===== src/rtl/key_latch_debouncer.sv =====
// Pushbutton/switch front end for the DE10 word loader: synchronizes and debounces
// KEY, captures the switches once per accepted press, and tracks the loaded byte lanes.
module key_latch_debouncer #(
  parameter int unsigned DEBOUNCE_CYCLES = 500000,
  parameter int unsigned SW_WIDTH        = 10
) (
  input  logic                clk,
  input  logic                reset,
  input  logic                key_n,
  input  logic [SW_WIDTH-1:0] sw,
  output logic [SW_WIDTH-1:0] sw_out,
  output logic                latch,
  output logic                pressed,
  output logic [3:0]          lane_loaded,
  output logic                all_loaded
);

  localparam int unsigned CNT_W = (DEBOUNCE_CYCLES > 2) ? $clog2(DEBOUNCE_CYCLES) : 1;
  localparam logic [CNT_W-1:0] CNT_MAX = CNT_W'(DEBOUNCE_CYCLES - 1);

  typedef enum logic [1:0] {
    IDLE         = 2'd0,
    PRESS_WAIT   = 2'd1,
    HELD         = 2'd2,
    RELEASE_WAIT = 2'd3
  } state_t;

  state_t              state, state_d;
  logic [CNT_W-1:0]    cnt, cnt_d;
  logic                pend, pend_d;
  logic                latch_d, pressed_d, all_loaded_d;
  logic [SW_WIDTH-1:0] sw_out_d;
  logic [3:0]          lane_d, lane_onehot;
  logic [1:0]          lane_sel;

  logic                k1, ks;
  logic [SW_WIDTH-1:0] s1, ss;

  // Two-flop synchronizers; key resets to released
  always_ff @(posedge clk) begin
    if (reset) begin
      k1 <= 1'b1;
      ks <= 1'b1;
      s1 <= '0;
      ss <= '0;
    end else begin
      k1 <= key_n;
      ks <= k1;
      s1 <= sw;
      ss <= s1;
    end
  end

  // State and registered outputs
  always_ff @(posedge clk) begin
    if (reset) begin
      state       <= IDLE;
      cnt         <= '0;
      pend        <= 1'b0;
      latch       <= 1'b0;
      pressed     <= 1'b0;
      sw_out      <= '0;
      lane_loaded <= 4'h0;
      all_loaded  <= 1'b0;
    end else begin
      state       <= state_d;
      cnt         <= cnt_d;
      pend        <= pend_d;
      latch       <= latch_d;
      pressed     <= pressed_d;
      sw_out      <= sw_out_d;
      lane_loaded <= lane_d;
      all_loaded  <= all_loaded_d;
    end
  end

  assign lane_sel    = sw_out[SW_WIDTH-1 -: 2];
  assign lane_onehot = 4'b0001 << lane_sel;

  // Next-state logic; pend delays latch one cycle behind the sw_out capture
  always_comb begin
    state_d   = state;
    cnt_d     = cnt;
    pend_d    = 1'b0;
    latch_d   = pend;
    pressed_d = pressed;
    sw_out_d  = sw_out;
    lane_d    = lane_loaded;

    case (state)
      IDLE: begin
        if (!ks) begin
          state_d = PRESS_WAIT;
          cnt_d   = '0;
        end
      end
      PRESS_WAIT: begin
        if (ks) begin
          state_d = IDLE;
          cnt_d   = '0;
        end else if (cnt == CNT_MAX) begin
          state_d   = HELD;
          cnt_d     = '0;
          sw_out_d  = ss;
          pend_d    = 1'b1;
          pressed_d = 1'b1;
        end else begin
          cnt_d = cnt + CNT_W'(1);
        end
      end
      HELD: begin
        if (ks) begin
          state_d = RELEASE_WAIT;
          cnt_d   = '0;
        end
      end
      RELEASE_WAIT: begin
        if (!ks) begin
          state_d = HELD;
          cnt_d   = '0;
        end else if (cnt == CNT_MAX) begin
          state_d   = IDLE;
          cnt_d     = '0;
          pressed_d = 1'b0;
        end else begin
          cnt_d = cnt + CNT_W'(1);
        end
      end
      default: begin
        state_d = IDLE;
        cnt_d   = '0;
      end
    endcase

    // A latch after a full word starts the next word
    if (pend) begin
      lane_d = (lane_loaded == 4'hF) ? lane_onehot : (lane_loaded | lane_onehot);
    end

    all_loaded_d = &lane_d;
  end

endmodule

===== config.mk =====
export PLATFORM = sky130hd
export DESIGN_NAME = key_latch_debouncer
export DESIGN_NICKNAME = d
export VERILOG_FILES = /design/src/rtl/key_latch_debouncer.sv
export SDC_FILE = /design/constraint.sdc
export NUM_CORES = 1
export LEC_CHECK = 0
export ABC_AREA = 0
export CAP_MARGIN = 20
export CORE_UTILIZATION = 49
export CTS_CLUSTER_DIAMETER = 100
export DETAILED_ROUTE_END_ITERATION = 16
export PLACE_DENSITY = 0.73
export REMOVE_ABC_BUFFERS = 1
export SLEW_MARGIN = 15
export SYNTH_ARGS = -nofsm -noshare
export SYNTH_HDL_FRONTEND = slang
export SYNTH_SLANG_ARGS = --single-unit

===== constraint.sdc =====
create_clock -name clk -period 1.6 [get_ports clk]
set_input_delay 0.16 -clock clk [delete_from_list [all_inputs] [get_ports clk]]
set_output_delay 0.16 -clock clk [all_outputs]
set_load 0.01 [all_outputs]

==> key figures, run 1 <==
Cells and area
  – Register area: 1220 um^2
  – Nets: 346
  – Area of the multi-input gates: 1250 um^2
  – Diodes inserted: 0
  – Finished Cell Area: 3450 um^2
  – Synth-to-layout area growth: 41.6%
  – Fill cells: 364
  – Share of layout cells above drive strength 1: 26.4%

Synth
  – Leading area contributor after synthesis: dfxtp_1
  – Synthesized instance count: 256
  – Top FF cell, synth: dfxtp_1
  – Syn avg cell area: 9.51 um^2
  – Top cell type's share of synthesized area: 50.2%
  – Register area share after synthesis: 50.2%
  – Area contributors post-synth: dfxtp_1 50%, mux2i_1 6.6%, nor2b_1 5.4%
  – Library cells used by synthesis: 49
  – Seq cells post-synth: 61
  – Top cells by count, synth: 61 x dfxtp_1, 29 x nor2_1, 21 x nor2b_1
  – Post-synth EDFFs: 0
  – Most common cell in the netlist: dfxtp_1
  – Warnings, synthesis: 0
  – Synthesized area: 2430 um^2
  – Post-synth ARST share: 0%

STA
  – Pins Over Slew Limit: 0
  – Worst-Margin Slew: 541 ps
  – Setup TNS: -3500 ps
  – Fmax: 551 MHz
  – Final setup viols: 26
  – Min Clock Period, post-route: 1810 ps
  – Worst setup margin: -214 ps
  – Fin. Hold Viols: 0
  – RSZ-0062 raised after global routing: true
  – Fin Clk Skew: 6.97 ps
  – Period utilisation layout: 113%
  – Max-slew headroom: 63.4%

Setup path
  – Crit-path cells: or4b_4 > nor3_4 > buf_4 > a21oi_4 > and3_1 > a211o_1
  – Worst path slowest cell: or4b_4
  – R2r setup slk: -210 ps
  – Crit-path max FO: 6
  – R2r endpoint: cnt[10]
  – CP peak stage delay: 550 ps
  – Worst R2R Path Depth: 6
  – CP endpoint kind: flop
  – Crit Path Class: reg2reg
  – Startpoint types: flop
  – Reg-to-reg startpoint: cnt[7]
  – CP arrival: 2030 ps
  – Crit path required time: 1810 ps

Outcome
  – Failing checks: negative setup slack
  – Outcome: finished with violations

Clock tree
  – Number of CTS-inserted buffers: 9
  – # hold bufs at CTS: 0
  – Clock slew seen by the registers of the worst setup and hold paths: 70 ps
  – Max Root-Sink Buffers: 2
  – CTS tree: yes
  – Clk_lat worst skew: 330 ps
  – H-tree levels: 3
  – CTS sink count: 61
  – CTS root buffer: clkbuf_8

Power and ir drop
  – Power density over the cells: 878 nW/um^2
  – VDD IR max: 972 uV
  – Pleak: 1.36 nW

Floorplanning
  – Initial Utilization: 51.2%
  – CORE AREA: 4750 um^2
  – Number of core rows: 25
  – Io pins: 30
  – Die H: 72.5 um
  – Die area: 5250 um^2
  – Die X: 72.5 um

Global route
  – Largest net degree at the start of global routing: 36
  – First-pass GRT wire length: 8860 um
  – Vias in the first global route: 1908
  – Initial antenna violation count: 0
  – Gr usage total: 23.1%
  – Total global routing overflow: 0

Routing
  – DRC errors left: 0
  – ANT nets after route: 0
  – Avg WL per Cell: 14.0 um
  – Via Count: 2104
  – TritonRoute pass-1 iters: 4
  – Final WL: 5660 um
  – Detailed Route Iter0 Violations: 98
  – Via density: 5.21

Placement
  – Pre-CTS setup slack: -290 ps
  – RePlAce Congestion: 0.828
  – Port buffer count: 29
  – Post-DP Area: 3070 um^2
  – DP Wirelength: 3640 um

Flow run
  – Max Cap Viol: 0

Worst hold path
  – Hold path cells: 2
  – Hold path endpoint: s1[7]
  – Hold WC Path Type: in2reg
  – Hold Crit Start: sw[7]
how the worst max path moves through the flow:
| stage | start | to | slack, ps | cells past startpoint |
|---|---|---|---|---|
| 4_1_cts | cnt[7] | sw_out[1] | -180 | 6 |
| 3_3_place_gp | cnt[7] | sw_out[7] | -200 | 6 |
| 5_1_grt | cnt[7] | cnt[10] | -250 | 6 |
| 3_5_place_dp | cnt[7] | sw_out[1] | -290 | 6 |
| 6_report | cnt[7] | cnt[10] | -210 | 6 |
| 2_1_floorplan | cnt[7] | cnt[10] | -240 | 5 |
where the power goes:
part	internal, mW	switching [mW]
Combinational	0.0709	0.0579
Sequential	1.55	0.00904
Clock	0.767	0.574
Total	2.39	0.641
layout by cell type (no fill, tap or decap), types with 5 or more instances in the layout:
master	n
a21oi_1	12
and3_1	7
buf_4	44
clkbuf_8	10
clkdlybuf4s50_1	29
dfxtp_1	58
inv_1	5
mux2i_1	15
nand2_1	16
nand3_1	11
nand4_1	6
nor2_1	27
nor2b_1	21
o21ai_0	6
area by class of cell:
cell class	count	area share, %
Inverter	5	0.545
Multi-Input combinational cell	179	36.2
Clock inverter	3	1.27
Tap cell	67	2.43
Sequential cell	61	35.5
Timing Repair Buffer	76	19.6
Clock buffer	13	4.32
sequential cells by signal (all words and copies together), names as in the netlist, named ones only:
| signal | cells |
|---|---|
| cnt | 19 |
| s1 | 10 |
| ss | 10 |
| sw_out | 10 |
| lane_loaded | 4 |
| all_loaded | 1 |
| k1 | 1 |
| ks | 1 |
| latch | 1 |
| latch_d | 1 |
| pressed | 1 |
| state | 1 |
worst max-delay path, delay by kind of cell (launching register included):
family	cells	cell delay, ps
simple gates	3	860
compound gates	2	360
flops	1	320
buf+inv	1	160
metal layers:
metal  vias to the layer above  part of all wire [%]  GRT usage [%]
met5                         -                     0              0
met4                         0                   3.0           10.9
met3                        16                   4.3           7.92
met2                        57                    47           35.4
met1                       990                    46           29.1
li1                       1041                     -              -
metrics by stage:
step | utilization [%] | cells | power [mW] | hold slack (ps)
floorplan | - | 245 | 1.64 | 229
global placement | 64.6 | 382 | 1.71 | 401
detailed placement | 64.6 | 382 | 1.71 | 402
CTS | 71.2 | 403 | 3.05 | 366
global route | 72.5 | 404 | 3.14 | 364
finish | 72.5 | 404 | 3.03 | 378
cell families after synthesis:
| family | count (synthesis) | synth area share (%) |
|---|---|---|
| AND/OR/NAND/NOR | 121 | 27.8 |
| flip-flops | 61 | 50.2 |
| AO/OA/AOI/OAI | 35 | 9.31 |
| buffers and inverters | 16 | 3.19 |
| multiplexers | 16 | 6.58 |
| XOR/XNOR | 6 | 2.47 |
| adder cells (fa/ha/maj) | 1 | 0.514 |
timing repair:
| action | CTS | global route |
|---|---|---|
| setup buffers | 4 | 0 |
| setup endpoints to repair | 30 | 31 |
| resized for setup | 19 | 8 |
| pin swaps | 9 | 7 |
| cloned | 1 | 1 |
Note: power is estimated with default switching activity, not from simulation.
==> run 2: changes to the inputs <==
Settings changed: MAX_ROUTING_LAYER set to met4.
==> key figures, run 2 (synthesis gave the netlist of run 1 again) <==
Worst hold path
  – Hold path endpoint: s1[7]
  – Hold Crit Start: sw[7]
  – Hold path cells: 2 (unchanged)
  – Hold WC Path Type: in2reg

Clock tree
  – CTS root buffer: clkbuf_8
  – Number of CTS-inserted buffers: 9 (unchanged)
  – CTS tree: yes
  – CTS sink count: 61 (unchanged)
  – Max Root-Sink Buffers: 2 (unchanged)
  – Clock slew seen by the registers of the worst setup and hold paths: 60 ps (about the same)
  – H-tree levels: 3 (unchanged)
  – Clk_lat worst skew: 330 ps (about the same)

Power and ir drop
  – Switching power share of the total: 21.2% (+0.058 points)
  – Tot Pwr: 3.03 mW (about the same)
  – Power density over the cells: 879 nW/um^2 (about the same)
  – Share of power burned in registers: 51.4% (about the same)
  – Power share of the combinational group: 4.3% (about the same)
  – Sw Pwr: 0.643 mW (+0.35%)
  – Pleak: 1.36 nW (unchanged)
  – VDD IR max: 973 uV (about the same)
  – Clock power frac: 44.3% (about the same)
  – Internal power: 2.39 mW (about the same)

Floorplanning
  – Number of core rows: 25 (unchanged)
  – Die area: 5250 um^2 (unchanged)
  – CORE AREA: 4750 um^2 (unchanged)
  – Io pins: 30 (unchanged)
  – Initial Utilization: 51.2% (unchanged)
  – Die X: 72.5 um (unchanged)
  – Die H: 72.5 um (unchanged)

Setup path
  – Crit-path cells: or4b_4 > nor3_4 > buf_4 > a21oi_4 > and3_1 > a211o_1
  – R2r endpoint: cnt[10]
  – Crit path required time: 1820 ps (about the same)
  – CP peak stage delay: 550 ps (about the same)
  – Crit-path max FO: 6 (unchanged)
  – Worst R2R Path Depth: 6 (unchanged)
  – Reg-to-reg startpoint: cnt[7]
  – Worst path slowest cell: or4b_4
  – Crit path max-delay family: simple AND/OR/NAND/NOR gates
  – CP endpoint kind: flop
  – WP buf/inv: 1 (unchanged)
  – CP arrival: 2030 ps (about the same)
  – Crit Path Class: reg2reg
  – Startpoint types: flop
  – R2r setup slk: -210 ps (about the same)

STA
  – Final setup viols: 26 (unchanged)
  – Max-slew headroom: 63.4% (unchanged)
  – Pins Over Slew Limit: 0 (unchanged)
  – Period utilisation layout: 113% (about the same)
  – Worst setup margin: -214 ps (+0.339 ps)
  – Fmax: 551 MHz (about the same)
  – Fin. Hold Viols: 0 (unchanged)
  – Hold WS: 376 ps (-1.84 ps)
  – RSZ-0062 raised after global routing: true
  – Min Clock Period, post-route: 1810 ps (-0.339 ps)
  – Worst-Margin Slew: 541 ps (unchanged)
  – Fin Clk Skew: 6.98 ps (+0.00696 ps)
  – Setup TNS: -3520 ps (-18.6 ps)

Flow run
  – Max Cap Viol: 0 (unchanged)

Cells and area
  – Finished Cell Area: 3450 um^2 (unchanged)
  – Share of layout cells above drive strength 1: 26.4% (unchanged)
  – Final Util: 72.5% (unchanged)
  – Fin cells: 404 (unchanged)
  – Max FFs per register: 19 (unchanged)
  – Diodes inserted: 0 (unchanged)
  – Fill cells: 364 (unchanged)
  – Largest Register: cnt
  – Nets: 346 (unchanged)
  – Most frequent cells in the layout: 58 x dfxtp_1, 44 x buf_4, 29 x clkdlybuf4s50_1
  – Synth-to-layout area growth: 41.6% (unchanged)
  – Commonest non-fill, non-tap cell in the layout: dfxtp_1

Routing
  – Final WL: 5680 um (+0.34%)
  – Avg WL per Cell: 14.0 um (+0.34%)
  – TritonRoute pass-1 iters: 4 (unchanged)
  – Detailed Route Iter0 Violations: 102 (+4.1%)
  – Via Count: 2121 (+0.81%)
  – ANT nets after route: 0 (unchanged)
  – Via density: 5.25 (+0.81%)
  – DRC errors left: 0 (unchanged)

Global route
  – Initial antenna violation count: 0 (unchanged)
  – Gr usage total: 23.6% (+0.51 points)
  – Total global routing overflow: 0 (unchanged)
  – Largest net degree at the start of global routing: 36 (unchanged)
  – Vias in the first global route: 1911 (+0.16%)
  – First-pass GRT wire length: 8840 um (-0.24%)

Outcome
  – Failing checks: negative setup slack
  – Outcome: finished with violations

Placement
  – Post-DP Area: 3070 um^2 (unchanged)
  – Inst Count DP: 382 (unchanged)
  – Port buffer count: 29 (unchanged)
  – RePlAce Congestion: 0.841 (+1.5%)
  – Pre-CTS setup slack: -290 ps (unchanged)
  – DP Wirelength: 3640 um (unchanged)
[run 2: cell counts in the layout (fill, tap and decap cells not counted)]
Identical to the previous run, type by type.
[run 2: worst max path at each step]
stage | start | to | slack, ps | depth (start not counted)
finish | cnt[7] | cnt[10] | -210 | 6
global route | cnt[7] | cnt[10] | -250 | 6
CTS | cnt[7] | sw_out[1] | -180 | 6
detailed placement | cnt[7] | sw_out[1] | -290 | 6
global placement | cnt[7] | sw_out[7] | -200 | 6
floorplan | cnt[7] | cnt[10] | -240 | 5
[run 2: layout make-up]
class / instances / area, um^2 / share of cell area [%]
Clock inverter: 3 / 43.8 / 1.27
Sequential cell: 61 / 1220 / 35.5
Inverter: 5 / 18.8 / 0.545
Multi-Input combinational cell: 179 / 1250 / 36.2
Tap cell: 67 / 83.8 / 2.43
Timing Repair Buffer: 76 / 677 / 19.6
Clock buffer: 13 / 149 / 4.32
[run 2: repair_timing]
item,CTS,global route
pin swaps,9,7
buffers inserted,4,0
endpoints found under the setup margin,30,31
hold buffers,0,0
gates resized for setup,19,8
cloned,1,1
[run 2: power by group through the flow]
| stage | logic [mW] | clock network [mW] | registers (mW) |
|---|---|---|---|
| after CTS | 0.128 | 1.37 | 1.56 |
| after floorplan | 0.0456 | 0 | 1.59 |
| after global placement | 0.120 | 0 | 1.59 |
| after detailed placement | 0.124 | 0 | 1.59 |
| final | 0.129 | 1.34 | 1.56 |
| after global routing | 0.141 | 1.44 | 1.56 |
[run 2: per-layer routing]
| layer | track usage (%) | wire, um | vias up | share of wire [%] |
|---|---|---|---|---|
| li1 | - | - | 1041 | - |
| met1 | 29.1 | 2570 | 996 | 45 |
| met2 | 35.4 | 2670 | 64 | 47 |
| met3 | 6.25 | 254 | 20 | 4.5 |
| met4 | 12.2 | 178 | 0 | 3.1 |
| met5 | - | 0 | - | 0 |
